**src/rtl/sd_cmd_rp.sv**
```systemverilog
// SPI-mode SD command engine: shifts a CRC7-protected 48-bit command frame onto DI,
// hunts DO for the response start bit and captures R1 (or R1 + 32 bits for CMD8/CMD58).
module sd_cmd_rp #(
  parameter int NCR_MAX    = 128,
  parameter int COUNT_SIZE = 4
) (
  input  logic                  clk,
  input  logic                  reset,
  input  logic [5:0]            index,
  input  logic [31:0]           argument,
  input  logic                  isStart,
  output logic                  isBusy,
  output logic                  isFinish,
  output logic                  isRPFinish,
  output logic                  DI,
  input  logic                  DO,
  output logic [39:0]           response,
  input  logic                  delayStart,
  input  logic [COUNT_SIZE-1:0] delayTimes,
  output logic                  delayFinish
);

  localparam logic [2:0] IDLE = 3'd0;
  localparam logic [2:0] SEND = 3'd1;
  localparam logic [2:0] WAIT = 3'd2;
  localparam logic [2:0] RECV = 3'd3;
  localparam logic [2:0] DONE = 3'd4;

  localparam logic [1:0] D_IDLE  = 2'd0;
  localparam logic [1:0] D_COUNT = 2'd1;
  localparam logic [1:0] D_HOLD  = 2'd2;

  localparam int WW = $clog2(NCR_MAX + 1);
  localparam logic [WW-1:0] WAIT_LAST = WW'(NCR_MAX - 1);

  // Serial CRC7 (x^7 + x^3 + 1, zero seed) over the 40 header bits, MSB first.
  function automatic logic [6:0] crc7(input logic [39:0] data);
    logic [6:0] crc;
    logic       fb;
    crc = 7'd0;
    for (int i = 39; i >= 0; i--) begin
      fb  = data[i] ^ crc[6];
      crc = {crc[5:0], 1'b0} ^ (fb ? 7'h09 : 7'h00);
    end
    return crc;
  endfunction

  logic [2:0]            state_r;
  logic [46:0]           frame_r;
  logic [5:0]            bitCnt_r;
  logic [WW-1:0]         waitCnt_r;
  logic [5:0]            rxCnt_r;
  logic [38:0]           rx_r;
  logic                  isLong_r;
  logic [39:0]           header_s;
  logic [47:0]           frameNext_s;
  logic [1:0]            dState_r;
  logic [COUNT_SIZE-1:0] dCnt_r;

  assign header_s    = {2'b01, index, argument};
  assign frameNext_s = {header_s, crc7(header_s), 1'b1};

  // Command FSM: frame transmission, response hunt and capture.
  always_ff @(posedge clk or posedge reset) begin
    if (reset) begin
      state_r    <= IDLE;
      frame_r    <= '0;
      bitCnt_r   <= 6'd0;
      waitCnt_r  <= '0;
      rxCnt_r    <= 6'd0;
      rx_r       <= '0;
      isLong_r   <= 1'b0;
      DI         <= 1'b1;
      isBusy     <= 1'b0;
      isFinish   <= 1'b0;
      isRPFinish <= 1'b0;
      response   <= 40'd0;
    end else begin
      case (state_r)
        IDLE: begin
          DI <= 1'b1;
          if (isStart) begin
            frame_r  <= frameNext_s[46:0];
            DI       <= frameNext_s[47];
            bitCnt_r <= 6'd47;
            isLong_r <= (index == 6'd8) || (index == 6'd58);
            isBusy   <= 1'b1;
            state_r  <= SEND;
          end
        end
        SEND: begin
          if (bitCnt_r == 6'd0) begin
            DI        <= 1'b1;
            isFinish  <= 1'b1;
            waitCnt_r <= '0;
            state_r   <= WAIT;
          end else begin
            DI       <= frame_r[46];
            frame_r  <= {frame_r[45:0], 1'b1};
            bitCnt_r <= bitCnt_r - 6'd1;
          end
        end
        WAIT: begin
          // A low DO is the R1 start bit; it is bit 7 of the response, always 0.
          if (!DO) begin
            rx_r    <= '0;
            rxCnt_r <= 6'd1;
            state_r <= RECV;
          end else if (waitCnt_r == WAIT_LAST) begin
            response   <= 40'h00_0000_00FF;
            isRPFinish <= 1'b1;
            state_r    <= DONE;
          end else begin
            waitCnt_r <= waitCnt_r + WW'(1);
          end
        end
        RECV: begin
          if (rxCnt_r == (isLong_r ? 6'd39 : 6'd7)) begin
            response   <= isLong_r ? {rx_r, DO} : {32'h0, rx_r[6:0], DO};
            isRPFinish <= 1'b1;
            state_r    <= DONE;
          end else begin
            rx_r    <= {rx_r[37:0], DO};
            rxCnt_r <= rxCnt_r + 6'd1;
          end
        end
        DONE: begin
          if (!isStart) begin
            isBusy     <= 1'b0;
            isFinish   <= 1'b0;
            isRPFinish <= 1'b0;
            state_r    <= IDLE;
          end
        end
        default: begin
          DI      <= 1'b1;
          state_r <= IDLE;
        end
      endcase
    end
  end

  // Delay counter FSM, independent of the command engine.
  always_ff @(posedge clk or posedge reset) begin
    if (reset) begin
      dState_r    <= D_IDLE;
      dCnt_r      <= '0;
      delayFinish <= 1'b0;
    end else begin
      case (dState_r)
        D_IDLE: begin
          if (delayStart) begin
            dCnt_r   <= delayTimes;
            dState_r <= D_COUNT;
          end
        end
        D_COUNT: begin
          if (dCnt_r == '0) begin
            delayFinish <= 1'b1;
            dState_r    <= D_HOLD;
          end else begin
            dCnt_r <= dCnt_r - COUNT_SIZE'(1);
          end
        end
        D_HOLD: begin
          if (!delayStart) begin
            delayFinish <= 1'b0;
            dState_r    <= D_IDLE;
          end
        end
        default: begin
          delayFinish <= 1'b0;
          dState_r    <= D_IDLE;
        end
      endcase
    end
  end

endmodule

```
**config.mk**
```make
export PLATFORM = sky130hd
export DESIGN_NAME = sd_cmd_rp
export DESIGN_NICKNAME = d
export VERILOG_FILES = /design/src/rtl/sd_cmd_rp.sv
export SDC_FILE = /design/constraint.sdc
export NUM_CORES = 1
export LEC_CHECK = 0
export CAP_MARGIN = 10
export CORE_MARGIN = 5
export CORE_UTILIZATION = 35
export CTS_BUF_LIST = sky130_fd_sc_hd__clkbuf_16
export CTS_CLUSTER_SIZE = 14
export DETAILED_ROUTE_END_ITERATION = 8
export SKIP_CTS_REPAIR_TIMING = 1
export SYNTH_ARGS = -nofsm -noshare
export SYNTH_HDL_FRONTEND = slang
export SYNTH_SLANG_ARGS = --single-unit
export TNS_END_PERCENT = 20
```
**constraint.sdc**
```tcl
create_clock -name clk -period 5.9 [get_ports clk]
set_input_delay 1.18 -clock clk [delete_from_list [all_inputs] [get_ports clk]]
set_output_delay 1.18 -clock clk [all_outputs]
set_load 0.05 [all_outputs]
```
==> metrics, run 1 <==
Final Skew 0.01102 ns; Vias/cell 4.956; Final Critical Period 3.479 ns; Worst setup startpoint index[4]; Starting Density 0.3568; Placeable Area 21150 um2; endpoints failing hold 0; synthesized area 7548 um2; Comb pwr share 0.374; WL met3 686 um; routed length on met1 8227 um; routed len/inst 14.51 um; Setup Crit Path Kind in -> reg; post-synth top area share 0.5304; met2 wire length 7581 um; Pre-antenna DRT Iters 6; outcome finished, final reports clean; clock root cell clkbuf_16; most used cell, CP xnor3_1; CTS tree done; Die Ht 156.9 um; total routed wirelength 16750 um; WP data required 6.20 ns; Slowest cell on crit path clkdlybuf4s50_1; EDFF count, synth 0; number of synthesized register bits 161; Synthesized Nets 843; gr ovfl total 0; area grow syn2layout 23.65%; gr usage total 0.1460; placed insts 1122; Largest stage delay, worst path 0.51 ns; Worst Path Arrival 3.78 ns; worst skew pair latency 0.42 ns; setup_tns 0 ns; Pwr Density 464.1 nW/um2; max_cap viols 0; Register-to-Register Path Depth 5; number of port buffers 91; Hold Crit Class reg -> reg; CP endpoint kind flop; Max Used Layer met4; fin util 0.4412; clock network power share 0.266; share of cells above drive strength 1 0.06371; Flop pwr share 0.360; DRT iter0 DRCs 414; reg-to-reg critical path startpoint bitCnt_r[2]$_DFFE_PP0P_; num ports 92; NetSw 1662 uW; Synth cell types 47; Vias 5719; Die Width 156.9 um; Min-Delay Path Depth 2; crit start category primary input; fin cells 1154; post-synthesis cell count 792; RSZ-0062 raised after global routing no; Pins Over Slew Limit 0; VDD IR max 0.0002378 V; Synth area leader dfrtp_1; top cells by area, synth dfrtp_1 (53%), nand2_1 (8.7%), nor2_1 (5.4%); Worst Max-Slew Pin Slew 0.9928 ns; n_diodes 0; Switching Fraction 0.3837; gp weighted congestion 0.8271; # DRC 0; Clock Path Buffers 2; die area 24600 um2; number of clock sinks 161; CP Max Fanout 5; Tcrit/Tclk final 0.5896; hold wc startpoint response[34]$_DFFE_PP0P_; hpwl dp 11130 um; final net count 917; LEAKAGE 0.004089 uW; worst-path cell chain clkdlybuf4s50_1 -> xnor2_1 -> xnor3_2 -> xnor3_1 -> xnor2_2 -> xnor3_1 -> o221a_1; first-pass GRT wire length 29150 um; Ys Warns 0; Pint 2670 uW; TritonCTS Buffers 17; slew margin rel. 0.3380; Synth Flop Type dfrtp_1; largest net degree at the start of global routing 101; final setup fails 0; sequential area share after synthesis 0.5339; ANT nets after route 0; row cnt 53; fraction of registers with async set/reset 1.000; initial antenna violation count 0; Fmax achieved 0.2875 GHz; Synth Area per Inst 9.531 um2; vias in the first global route 5691; Clk pin slew, worst setup/hold paths 0.07 ns; # H-tree levels 4; Pwr Total 4332 uW
worst max-delay path: cells and delay by family:
family                 cells  cell delay, ns
AO/OA/AOI/OAI              1            0.24
XOR/XNOR                   5            1.85
buffers and inverters      1            0.51
state kept, by name (all words and copies together), names as in the netlist, 2 cells and up:
register	cells
frame_r	47
rx_r	39
response	40
dCnt_r	4
dState_r	2
bitCnt_r	6
waitCnt_r	8
rxCnt_r	6
state_r	3
logic make-up after synthesis:
kind of cell | share of synthesized area
xor+xnor | 0.1179
fa+ha+maj | 0.006630
simple gates | 0.2002
flops | 0.5339
buf+inv | 0.02685
compound gates | 0.1116
mux | 0.002983
final timing paths:
check / end / slack, ns
setup / recovery: frame_r[4]$_DFFE_PP0P_ / 2.42
hold / removal: response[34]$_DFFE_PP0P_ / 0.47
setup reg to reg: frame_r[0]$_DFFE_PP0P_ / 2.71
hold reg to reg: response[34]$_DFFE_PP0P_ / 0.47
max in group asynchronous: waitCnt_r[4]$_DFFE_PP0P_ / 3.55
min in group asynchronous: dCnt_r[0]$_DFFE_PP0P_ / 1.34
power by group through the flow:
stage	logic (uW)	clock network, uW	registers (uW)
after floorplan	1210	0	1610
after global placement	1610	0	1580
after detailed placement	1640	0	1570
after CTS	1640	1190	1560
after global routing	1840	1230	1590
final	1620	1150	1560
cells in the final DEF, fill, tap and decap left out, drive strengths merged, types with 2 or more instances in the layout:
| master | instances |
|---|---|
| a211o | 2 |
| a21oi | 10 |
| a22o | 2 |
| a22oi | 2 |
| a31oi | 3 |
| and2 | 2 |
| and3 | 10 |
| buf | 10 |
| bufinv | 2 |
| clkbuf | 17 |
| clkdlybuf4s50 | 91 |
| clkinvlp | 2 |
| dfrtp | 160 |
| ha | 4 |
| inv | 17 |
| mux2 | 2 |
| nand2 | 174 |
| nand2b | 2 |
| nand3 | 35 |
| nand4 | 7 |
| nor2 | 108 |
| nor2b | 4 |
| nor3 | 9 |
| nor3b | 3 |
| nor4 | 3 |
| o211ai | 2 |
| o21ai | 62 |
| o22a | 9 |
| o22ai | 39 |
| o31ai | 3 |
| or3 | 2 |
| xnor2 | 33 |
| xnor3 | 15 |
| xor2 | 19 |
| xor3 | 3 |
routing by layer:
metal  track usage  vias up
li1              -     2831
met1        0.2116     2765
met4       0.05165        0
met5             0        -
met2        0.2185      108
met3       0.02876       15
per-stage QoR:
stage,worst slack (ns),hold WS [ns],instance area (um2)
after floorplan,0.3734,0.4400,7548
after detailed placement,2.012,0.4542,8722
after global placement,2.058,0.4522,8722
after global routing,2.333,0.4992,9334
final,2.421,0.4667,9334
after CTS,2.463,0.4706,9334
synth_stat cells (2+ instances only):
cell,count
xnor2_2,3
inv_1,7
nor2_1,108
nor2b_1,4
a31oi_1,3
nor3b_1,3
o22a_1,9
o211ai_1,2
xor3_1,3
clkbuf_1,42
nand2b_1,2
xnor3_2,2
ha_1,4
a22o_1,2
and3_1,9
and2_1,2
o21ai_0,61
nor4_1,3
xor2_1,19
o31ai_1,3
nand3_1,35
xnor2_1,30
a211o_1,2
dfrtp_1,160
buf_2,3
or3_1,2
o22ai_1,39
mux2_2,2
xnor3_1,13
nand2_1,174
nor3_1,9
a21oi_1,10
nand4_1,7
a22oi_1,2
final cells by class:
type / count / area (um2)
repair buffers: 101 / 985.9
clock inverters: 15 / 186.4
flip-flops and latches: 161 / 4030
multi-input cells: 578 / 3331
fillers: 2014 / 11820
clock buffers: 17 / 425.4
well taps: 275 / 344.1
inverters: 7 / 31.28
No activity file was read; power rests on OpenSTA's default activity.
==> inputs of run 2 (changes only) <==
==> constraint.sdc (replaced) <==
create_clock -name clk -period 3.4 [get_ports clk]
set_input_delay 0.68 -clock clk [delete_from_list [all_inputs] [get_ports clk]]
set_output_delay 0.68 -clock clk [all_outputs]
set_load 0.05 [all_outputs]
==> run 2 against run 1 <==
Against the previous run: critical path depth unchanged; via count is 0.33% lower; register-to-register slack worse by 1.8 ns; power is 73% higher; clock power grew 63%; die area stayed put; design area rose by 1.1%; cell count up 1.1%; sequential cell count did not move; routed wire length is 1.8% higher; utilization is 0.50 points higher; critical endpoint unchanged.
==> metrics, run 2 (synthesis gave the netlist of run 1 again) <==
gp weighted congestion 0.8061 (was 0.8271); initial antenna violation count 0 (unchanged); area grow syn2layout 25.05% (was 23.65%); Vias 5700 (was 5719); Pre-antenna DRT Iters 4 (was 6); LEAKAGE 0.004151 uW (was 0.004089 uW); Pwr Density 793.2 nW/um2 (was 464.1 nW/um2); hold wc startpoint response[35]$_DFFE_PP0P_ (was response[34]$_DFFE_PP0P_); Die Width 156.9 um (unchanged); met2 Track Usage GR 0.2310 (was 0.2185); final setup fails 0 (unchanged); # DRC 0 (unchanged); Worst Max-Slew Pin Slew 0.7223 ns (was 0.9928 ns); Register-to-Register Path Depth 7 (was 5); vias in the first global route 5766 (was 5691); Die Ht 156.9 um (unchanged); most frequent cells in the layout nand2_1 (174), dfrtp_1 (160), nor2_1 (107), clkdlybuf4s50_1 (91), o21ai_0 (60) (unchanged); Clk pin slew, worst setup/hold paths 0.07 ns (about the same); Vias/cell 4.884 (was 4.956); Hold Crit Class reg -> reg (unchanged); Clock Path Buffers 2 (unchanged); total routed wirelength 17050 um (was 16750 um); WP data required 3.71 ns (was 6.20 ns); CTS tree done (unchanged); TritonCTS Buffers 17 (unchanged); clock root cell clkbuf_16 (unchanged); setup_tns 0 ns (unchanged); Placeable Area 21150 um2 (unchanged); row cnt 53 (unchanged); outcome finished, final reports clean (unchanged); CP Max Fanout 5 (unchanged); most common cell after layout, fill and taps aside nand2_1 (unchanged); Fmax achieved 0.3414 GHz; share of cells above drive strength 1 0.07623 (was 0.06371); max reg flops 47 (unchanged); crit path capture frame_r[4]$_DFFE_PP0P_ (unchanged); Slowest cell on crit path clkdlybuf4s50_1 (unchanged); hpwl dp 11710 um (was 11130 um); Worst Path Arrival 3.24 ns (was 3.78 ns); Tcrit/Tclk final 0.8616; DRT iter0 DRCs 311 (was 414); met3 Track Usage GR 0.03346 (was 0.02876); Worst setup startpoint index[0] (was index[4]); Setup Crit Path Kind in -> reg (unchanged); routed len/inst 14.61 um (was 14.51 um); n_diodes 0 (unchanged); crit start category primary input (unchanged); number of clock sinks 161 (unchanged); largest registers frame_r: 47 flops, response: 40 flops, rx_r: 39 flops (unchanged); busiest layer in global routing met2 (unchanged); # H-tree levels 4 (unchanged); die area 24600 um2 (unchanged); RR Endpoint rx_r[25]$_DFFE_PP0P_ (was frame_r[0]$_DFFE_PP0P_); reg-to-reg critical path startpoint state_r[1]$_DFFE_PP0P_ (was bitCnt_r[2]$_DFFE_PP0P_); slew margin rel. 0.5175 (was 0.3380); max_cap viols 0 (unchanged); largest net degree at the start of global routing 46 (was 101); met1 GRT Util 0.2044 (was 0.2116); RSZ-0062 raised after global routing no (unchanged); endpoints failing hold 0 (unchanged); first-pass GRT wire length 29310 um (was 29150 um); dpl ws 0.05962 ns (was 2.012 ns); final net count 930 (was 917); gr usage total 0.1475 (was 0.1460); worst skew pair latency 0.42 ns (about the same); Largest stage delay, worst path 0.64 ns (was 0.51 ns); Starting Density 0.3568 (unchanged); VDD IR max 0.0004180 V (was 0.0002378 V); num ports 92 (unchanged); gr ovfl total 0 (unchanged); CP endpoint kind flop (unchanged); ANT nets after route 0 (unchanged); Final Critical Period 2.929 ns; most used cell, CP xnor3_1 (unchanged); Biggest register frame_r (unchanged); final worst setup slack 0.4705 ns (was 2.421 ns); Pins Over Slew Limit 0 (unchanged); worst-path cell chain clkdlybuf4s50_1 -> xnor3_1 -> xor2_1 -> xnor3_1 -> xnor2_2 -> xnor3_1 -> o221a_1 (was clkdlybuf4s50_1 -> xnor2_1 -> xnor3_2 -> xnor3_1 -> xnor2_2 -> xnor3_1 -> o221a_1); number of port buffers 91 (unchanged); reg-to-reg slack, setup 0.93 ns (was 2.71 ns); Final Skew 0.01278 ns (was 0.01102 ns)
## run 2: worst max-delay path: cells and delay by family
| kind | cells | cell delay [ns] |
|---|---|---|
| XOR/XNOR | 5 | 1.69 |
| buffers and inverters | 1 | 0.64 |
| AO/OA/AOI/OAI | 1 | 0.22 |
## run 2: per-stage QoR
step	power, uW	instances	hold WS [ns]	util	instance area, um2
finish	7487	1167	0.4640	0.4462	9439
global route	8064	1167	0.4902	0.4462	9439
CTS	7572	1167	0.4731	0.4462	9439
detailed placement	5662	1135	0.4568	0.4192	8869
global placement	5617	1135	0.4500	0.4192	8869
floorplan	4892	792	0.4400	-	7552
## run 2: how the worst min path moves through the flow
stage | end | slack, ns | cells past startpoint
detailed placement | response[35]$_DFFE_PP0P_ | 0.46 | 2
finish | response[35]$_DFFE_PP0P_ | 0.46 | 2
global placement | response[17]$_DFFE_PP0P_ | 0.45 | 2
global route | response[23]$_DFFE_PP0P_ | 0.49 | 2
floorplan | frame_r[0]$_DFFE_PP0P_ | 0.44 | 1
CTS | response[35]$_DFFE_PP0P_ | 0.47 | 2
## run 2: layout make-up
class	instances	area, um2
fill	2042	11720
sequential	161	4030
multi-input combinational	578	3331
timing repair buffer	114	1134
clock buffer	17	425.4
tap	275	344.1
clock inverter	15	145.1
inverter	7	30.03
## run 2: metal layers
metal	up-vias	part of all wire	wire length (um)
met2	110	0.46	7873
met5	-	0	0
met3	14	0.042	724
met4	0	0.012	211
met1	2729	0.48	8236
li1	2847	-	-
## run 2: where the power goes
part,leakage (uW),internal (uW),switching [uW]
clock,0.000278,1030,854
sequential,0.00202,2380,329
combinational,0.00185,1200,1690
